--- src/rtl/key_event_arb.sv ---
// key_event_arb: multi-key event arbiter.
// Latches single-cycle key_flag pulses into per-key pending bits. Each cycle
// it grants at most one pending key in round-robin order and pushes the key ID
// into a small FIFO. A consumer drains the FIFO with a valid/ready handshake.
//
// Ports:
//   clk        system clock
//   rst_n      asynchronous active-low reset
//   key_flag   per-key single-cycle press pulses
//   evt_valid  FIFO head holds an event
//   evt_id     key index of the head event (0 when empty)
//   evt_ready  consumer accepts the head event this cycle
//   pend       per-key pending (latched, not yet queued) bits
//   ovf        sticky flag: at least one press was lost
//   ovf_clr    single-cycle clear of ovf
module key_event_arb #(
  parameter int unsigned KEY_NUM    = 4,
  parameter int unsigned ID_W       = 2,
  parameter int unsigned FIFO_DEPTH = 4
) (
  input  logic               clk,
  input  logic               rst_n,
  input  logic [KEY_NUM-1:0] key_flag,
  output logic               evt_valid,
  output logic [ID_W-1:0]    evt_id,
  input  logic               evt_ready,
  output logic [KEY_NUM-1:0] pend,
  output logic               ovf,
  input  logic               ovf_clr
);

  localparam int unsigned PTR_W = (FIFO_DEPTH > 1) ? $clog2(FIFO_DEPTH) : 1;
  localparam int unsigned CNT_W = PTR_W + 1;

  logic [KEY_NUM-1:0] pend_q, pend_d;
  logic [ID_W-1:0]    rr_q, rr_d;
  logic [PTR_W-1:0]   wr_ptr_q, wr_ptr_d;
  logic [PTR_W-1:0]   rd_ptr_q, rd_ptr_d;
  logic [CNT_W-1:0]   cnt_q, cnt_d;
  logic               ovf_q, ovf_d;
  logic [ID_W-1:0]    mem_q [FIFO_DEPTH];
  logic [ID_W-1:0]    mem_d [FIFO_DEPTH];

  logic               fifo_full_c;
  logic               fifo_empty_c;
  logic               gnt_vld_c;
  logic [ID_W-1:0]    gnt_id_c;
  logic [KEY_NUM-1:0] gnt_oh_c;
  logic               pop_c;
  logic               loss_c;

  assign fifo_full_c  = (cnt_q == CNT_W'(FIFO_DEPTH));
  assign fifo_empty_c = (cnt_q == '0);

  // Round-robin search starting at rr; full test uses the current count only.
  always_comb begin
    logic [ID_W-1:0] cand;
    gnt_vld_c = 1'b0;
    gnt_id_c  = '0;
    cand      = '0;
    if ((|pend_q) && !fifo_full_c) begin
      for (int unsigned i = 0; i < KEY_NUM; i++) begin
        cand = ID_W'((32'(rr_q) + i) % KEY_NUM);
        if (!gnt_vld_c && pend_q[cand]) begin
          gnt_vld_c = 1'b1;
          gnt_id_c  = cand;
        end
      end
    end
  end

  assign gnt_oh_c = gnt_vld_c ? (KEY_NUM'(1) << gnt_id_c) : '0;
  assign pop_c    = !fifo_empty_c && evt_ready;
  // A press is lost when its key is already pending and not drained this cycle.
  assign loss_c   = |(key_flag & pend_q & ~gnt_oh_c);

  // Next-state: pending bits, rr pointer, FIFO and sticky overflow.
  always_comb begin
    pend_d   = (pend_q & ~gnt_oh_c) | key_flag;
    rr_d     = rr_q;
    wr_ptr_d = wr_ptr_q;
    rd_ptr_d = rd_ptr_q;
    cnt_d    = cnt_q;
    ovf_d    = ovf_q;
    mem_d    = mem_q;

    if (gnt_vld_c) begin
      rr_d            = ID_W'((32'(gnt_id_c) + 32'd1) % KEY_NUM);
      mem_d[wr_ptr_q] = gnt_id_c;
      wr_ptr_d        = wr_ptr_q + PTR_W'(1);
    end
    if (pop_c) begin
      rd_ptr_d = rd_ptr_q + PTR_W'(1);
    end
    cnt_d = cnt_q + CNT_W'(gnt_vld_c) - CNT_W'(pop_c);

    // Set beats clear.
    if (loss_c) begin
      ovf_d = 1'b1;
    end else if (ovf_clr) begin
      ovf_d = 1'b0;
    end
  end

  // State registers.
  always_ff @(posedge clk or negedge rst_n) begin
    if (!rst_n) begin
      pend_q   <= '0;
      rr_q     <= '0;
      wr_ptr_q <= '0;
      rd_ptr_q <= '0;
      cnt_q    <= '0;
      ovf_q    <= 1'b0;
      for (int unsigned i = 0; i < FIFO_DEPTH; i++) begin
        mem_q[i] <= '0;
      end
    end else begin
      pend_q   <= pend_d;
      rr_q     <= rr_d;
      wr_ptr_q <= wr_ptr_d;
      rd_ptr_q <= rd_ptr_d;
      cnt_q    <= cnt_d;
      ovf_q    <= ovf_d;
      for (int unsigned i = 0; i < FIFO_DEPTH; i++) begin
        mem_q[i] <= mem_d[i];
      end
    end
  end

  assign evt_valid = !fifo_empty_c;
  assign evt_id    = fifo_empty_c ? '0 : mem_q[rd_ptr_q];
  assign pend      = pend_q;
  assign ovf       = ovf_q;

endmodule

--- config.mk ---
export PLATFORM = sky130hd
export DESIGN_NAME = key_event_arb
export DESIGN_NICKNAME = d
export VERILOG_FILES = /design/src/rtl/key_event_arb.sv
export SDC_FILE = /design/constraint.sdc
export NUM_CORES = 1
export LEC_CHECK = 0
export ABC_AREA = 1
export BUFFER_PORTS_ARGS = -buffer_cell sky130_fd_sc_hd__clkbuf_2
export CAP_MARGIN = 20
export CORE_MARGIN = 5
export CORE_UTILIZATION = 23
export CTS_CLUSTER_DIAMETER = 80
export DETAILED_ROUTE_END_ITERATION = 16
export GPL_ROUTABILITY_DRIVEN = 1
export MAX_ROUTING_LAYER = met4
export PLACE_DENSITY_LB_ADDON = 0.15
export SLEW_MARGIN = 20
export SYNTH_ARGS = -nofsm -noshare
export SYNTH_HDL_FRONTEND = slang
export SYNTH_SLANG_ARGS = --single-unit
--- constraint.sdc ---
create_clock -name clk -period 5.8 [get_ports clk]
set_input_delay 0.29 -clock clk [delete_from_list [all_inputs] [get_ports clk]]
set_output_delay 0.29 -clock clk [all_outputs]
set_load 0.01 [all_outputs]
==> results.cfg <==
[sta]
clock_skew_ns = 0.00402
drv_slew = 0
worst_pin_slew_ns = 0.561
relSlewSlack_pct = 62.6
max_freq_ghz = 0.448
fin_ws_ns = 3.57
final-hold-violation-count = 6
final-setup-viol-count = 0
holdWs_ns = -0.00386
period_minus_slack_ns = 2.23
grt_setup_unrepaired = false
timing.setup.tns_ns = 0
min_period_over_period_pct = 38.5

[yosys]
synth_area_leader_cell = sky130_fd_sc_hd__dfrtp_1
synth-warning-count = 0
postSynth.asyncResetShare_pct = 100
yosys.cell_types.count = 23
syn-mean-instance-area_um2 = 7.79
ys_top_cells_by_area = sky130_fd_sc_hd__dfrtp_1 (37%), sky130_fd_sc_hd__nand2_1 (14%), sky130_fd_sc_hd__ha_1 (8.4%), sky130_fd_sc_hd__inv_1 (6.5%), sky130_fd_sc_hd__nand2_2 (5.4%)
synth-seq-area-share_pct = 36.8
syn-instance-count = 192
flip_flop_and_latch_count_after_synthesis = 22
synth.top_cell.area_share_pct = 36.8
syn-num-nets = 211
top_ff_cell_synth = sky130_fd_sc_hd__dfrtp_1
synth_area_um2 = 1500
synth_enable_flop_cells = 0

[place]
port_buffers = 15
preCtsSetupSlack_ns = 3.58
placed_cell_area_um2 = 1650
dp_hpwl_mm = 2.47
routabilityCongestion = 0.715

[routing]
post_detailed_route_count_of_antenna_violating_nets = 0
detail_route.vias_per_cell = 4.02
drt_pass1_iterations = 4
routed_wirelength_mm = 3.01
post-route-drc-count = 0
routedWlPerCell_um = 10.5
initialDrtViolationCount = 40
detailroute.via_count = 1149

[final_layout]
final_net_count = 229
count_of_inserted_antenna_diode_cells = 0
fill_cells = 675
synthToLayoutAreaGrowth_pct = 15.0
fin_area_um2 = 1720
drive_gt1_share_pct = 26.3

[setup_path]
arrival_ns = 2.39
timing.critical_path.required_ns = 5.95
end_kind = register
criticalPathCategory = register to register
startpoint_type = register
critical_path.max_fanout = 9

[global_routing]
antenna_violations_before_repair = 0
globalRouteOverflowTotal = 0
grt_pass1_vias = 1217
maximum_number_of_pins_on_one_net_before_global_route_repair = 23
grt.total_usage_pct = 7.98
grt_pass1_wl_mm = 5.30

[floorplanning]
core_um2 = 6350
die_h_um = 90.7
dieArea_um2 = 8220
boundaryPins = 16
initial_core_util_pct = 23.6
fp.dieW_um = 90.7
rows = 29

[cts]
clock-root-buffer = sky130_fd_sc_hd__clkbuf_8
clk-insertion-delay-late_ns = 0.26
htree_levels = 1
cts.hold.buffers_added = 0
ctsResizeCount = 0
post_cts_buffers = 0
numClockSinks = 22
numCtsBuffers = 3
clk_transition_reported_paths_ns = 0.09
ctsLongestPathBuffers = 2
cts_tree = yes

[outcome]
violations = negative hold slack
outcome = finished with violations

[flow_run]
maxCapViolCount = 0

[worst_hold_path]
min-delay-path-class = input pin to async pin
-- synthesized netlist by cell type (4+ instances only) --
| master | count |
|---|---|
| sky130_fd_sc_hd__dfrtp_1 | 22 |
| sky130_fd_sc_hd__ha_1 | 10 |
| sky130_fd_sc_hd__inv_1 | 26 |
| sky130_fd_sc_hd__inv_2 | 5 |
| sky130_fd_sc_hd__nand2_1 | 56 |
| sky130_fd_sc_hd__nand2_2 | 13 |
| sky130_fd_sc_hd__nand2_4 | 6 |
| sky130_fd_sc_hd__nand3_1 | 9 |
| sky130_fd_sc_hd__nand3_2 | 5 |
| sky130_fd_sc_hd__nor2_1 | 14 |
| sky130_fd_sc_hd__o21ai_0 | 7 |
| sky130_fd_sc_hd__or2_2 | 4 |
-- routing by layer --
layer	track usage, %	vias to the layer above	wire length [µm]
met5	-	-	0
met4	2.36	0	29
li1	-	613	-
met1	9.65	524	1450
met2	13.4	10	1470
met3	1.50	2	67
-- per-stage QoR --
stage	hold WS (ns)	util, %	cells
global placement	0.326	26.0	282
global route	0.0479	27.1	286
floorplan	-0.00559	-	192
CTS	0.0205	27.1	286
detailed placement	0.321	26.0	282
finish	-0.00386	27.1	286
-- final timing paths --
path	startpoint	end	slack, ns	cells past startpoint
max reg2reg	rr_q[0]$_DFFE_PN0P_	pend[0]$_DFF_PN0_	3.57	13
max	rr_q[0]$_DFFE_PN0P_	pend[0]$_DFF_PN0_	3.57	13
min in group clk	key_flag[2]	pend[2]$_DFF_PN0_	0.23	2
min	rst_n	cnt_q[2]$_DFF_PN0_	-0.004	1
min reg2reg	mem_q[0]$_DFFE_PN0P_	mem_q[0]$_DFFE_PN0P_	0.48	2
max in group asynchronous	rst_n	mem_q[2]$_DFFE_PN0P_	5.43	1
-- worst max-delay path, stage by stage (launching register included) --
cell and delay (ns):
sky130_fd_sc_hd__dfrtp_1 0.61, sky130_fd_sc_hd__nand2_1 0.15, sky130_fd_sc_hd__nand3_2 0.15, sky130_fd_sc_hd__nand2_4 0.08, sky130_fd_sc_hd__nor2_8 0.13, sky130_fd_sc_hd__nand2_4 0.06
sky130_fd_sc_hd__nand3_2 0.09, sky130_fd_sc_hd__nand2_4 0.08, sky130_fd_sc_hd__nand2_2 0.09, sky130_fd_sc_hd__ha_1 0.15, sky130_fd_sc_hd__inv_1 0.03, sky130_fd_sc_hd__o21ai_0 0.15
sky130_fd_sc_hd__inv_1 0.08, sky130_fd_sc_hd__or2_2 0.27
-- cells by family (layout without fill, tap and decap cells) --
logic type                 after synthesis  in the layout  share of synthesized area (%)
and+or+nand+nor                        111            111                           38.0
DFF                                     22             22                           36.8
AOI/OAI and AO/OA                       10             10                           3.34
buffers and inverters                   34             51                           9.78
xor gates and xnor gates                 4              4                           2.34
adders and majority gates               11             11                           9.70
-- flip-flops by register name (all words and copies together), names as in the netlist --
signal and flops:
cnt_q 3, mem_q 8, ovf 1, pend 4, rd_ptr_q 2, rr_q 2, wr_ptr_q 2
-- cell usage in the layout, fill, tap and decap left out, types with 2 or more instances in the layout --
cell type / count
sky130_fd_sc_hd__or2_2: 4
sky130_fd_sc_hd__dfrtp_1: 22
sky130_fd_sc_hd__inv_2: 5
sky130_fd_sc_hd__clkbuf_8: 3
sky130_fd_sc_hd__ha_1: 10
sky130_fd_sc_hd__inv_1: 26
sky130_fd_sc_hd__o21ai_0: 7
sky130_fd_sc_hd__xnor2_1: 2
sky130_fd_sc_hd__nand3_1: 9
sky130_fd_sc_hd__nand2_2: 13
sky130_fd_sc_hd__xor2_1: 2
sky130_fd_sc_hd__clkbuf_2: 15
sky130_fd_sc_hd__nor2_1: 14
sky130_fd_sc_hd__nand2_1: 56
sky130_fd_sc_hd__nand2_4: 6
sky130_fd_sc_hd__nand3_2: 5
sky130_fd_sc_hd__a21oi_1: 3
-- area by class of cell --
cell class | instances | area, µm² | area share [%]
clock inverters | 1 | 30.0 | 1.75
repair buffers | 15 | 75.1 | 4.36
clock buffers | 3 | 41.3 | 2.40
inverters | 32 | 128 | 7.42
flip-flops and latches | 22 | 551 | 32.0
multi-input cells | 136 | 800 | 46.5
well taps | 77 | 96.3 | 5.60
Power is not shown: default switching activity piles up to over one toggle a cycle in this logic, so the estimate is an artifact.
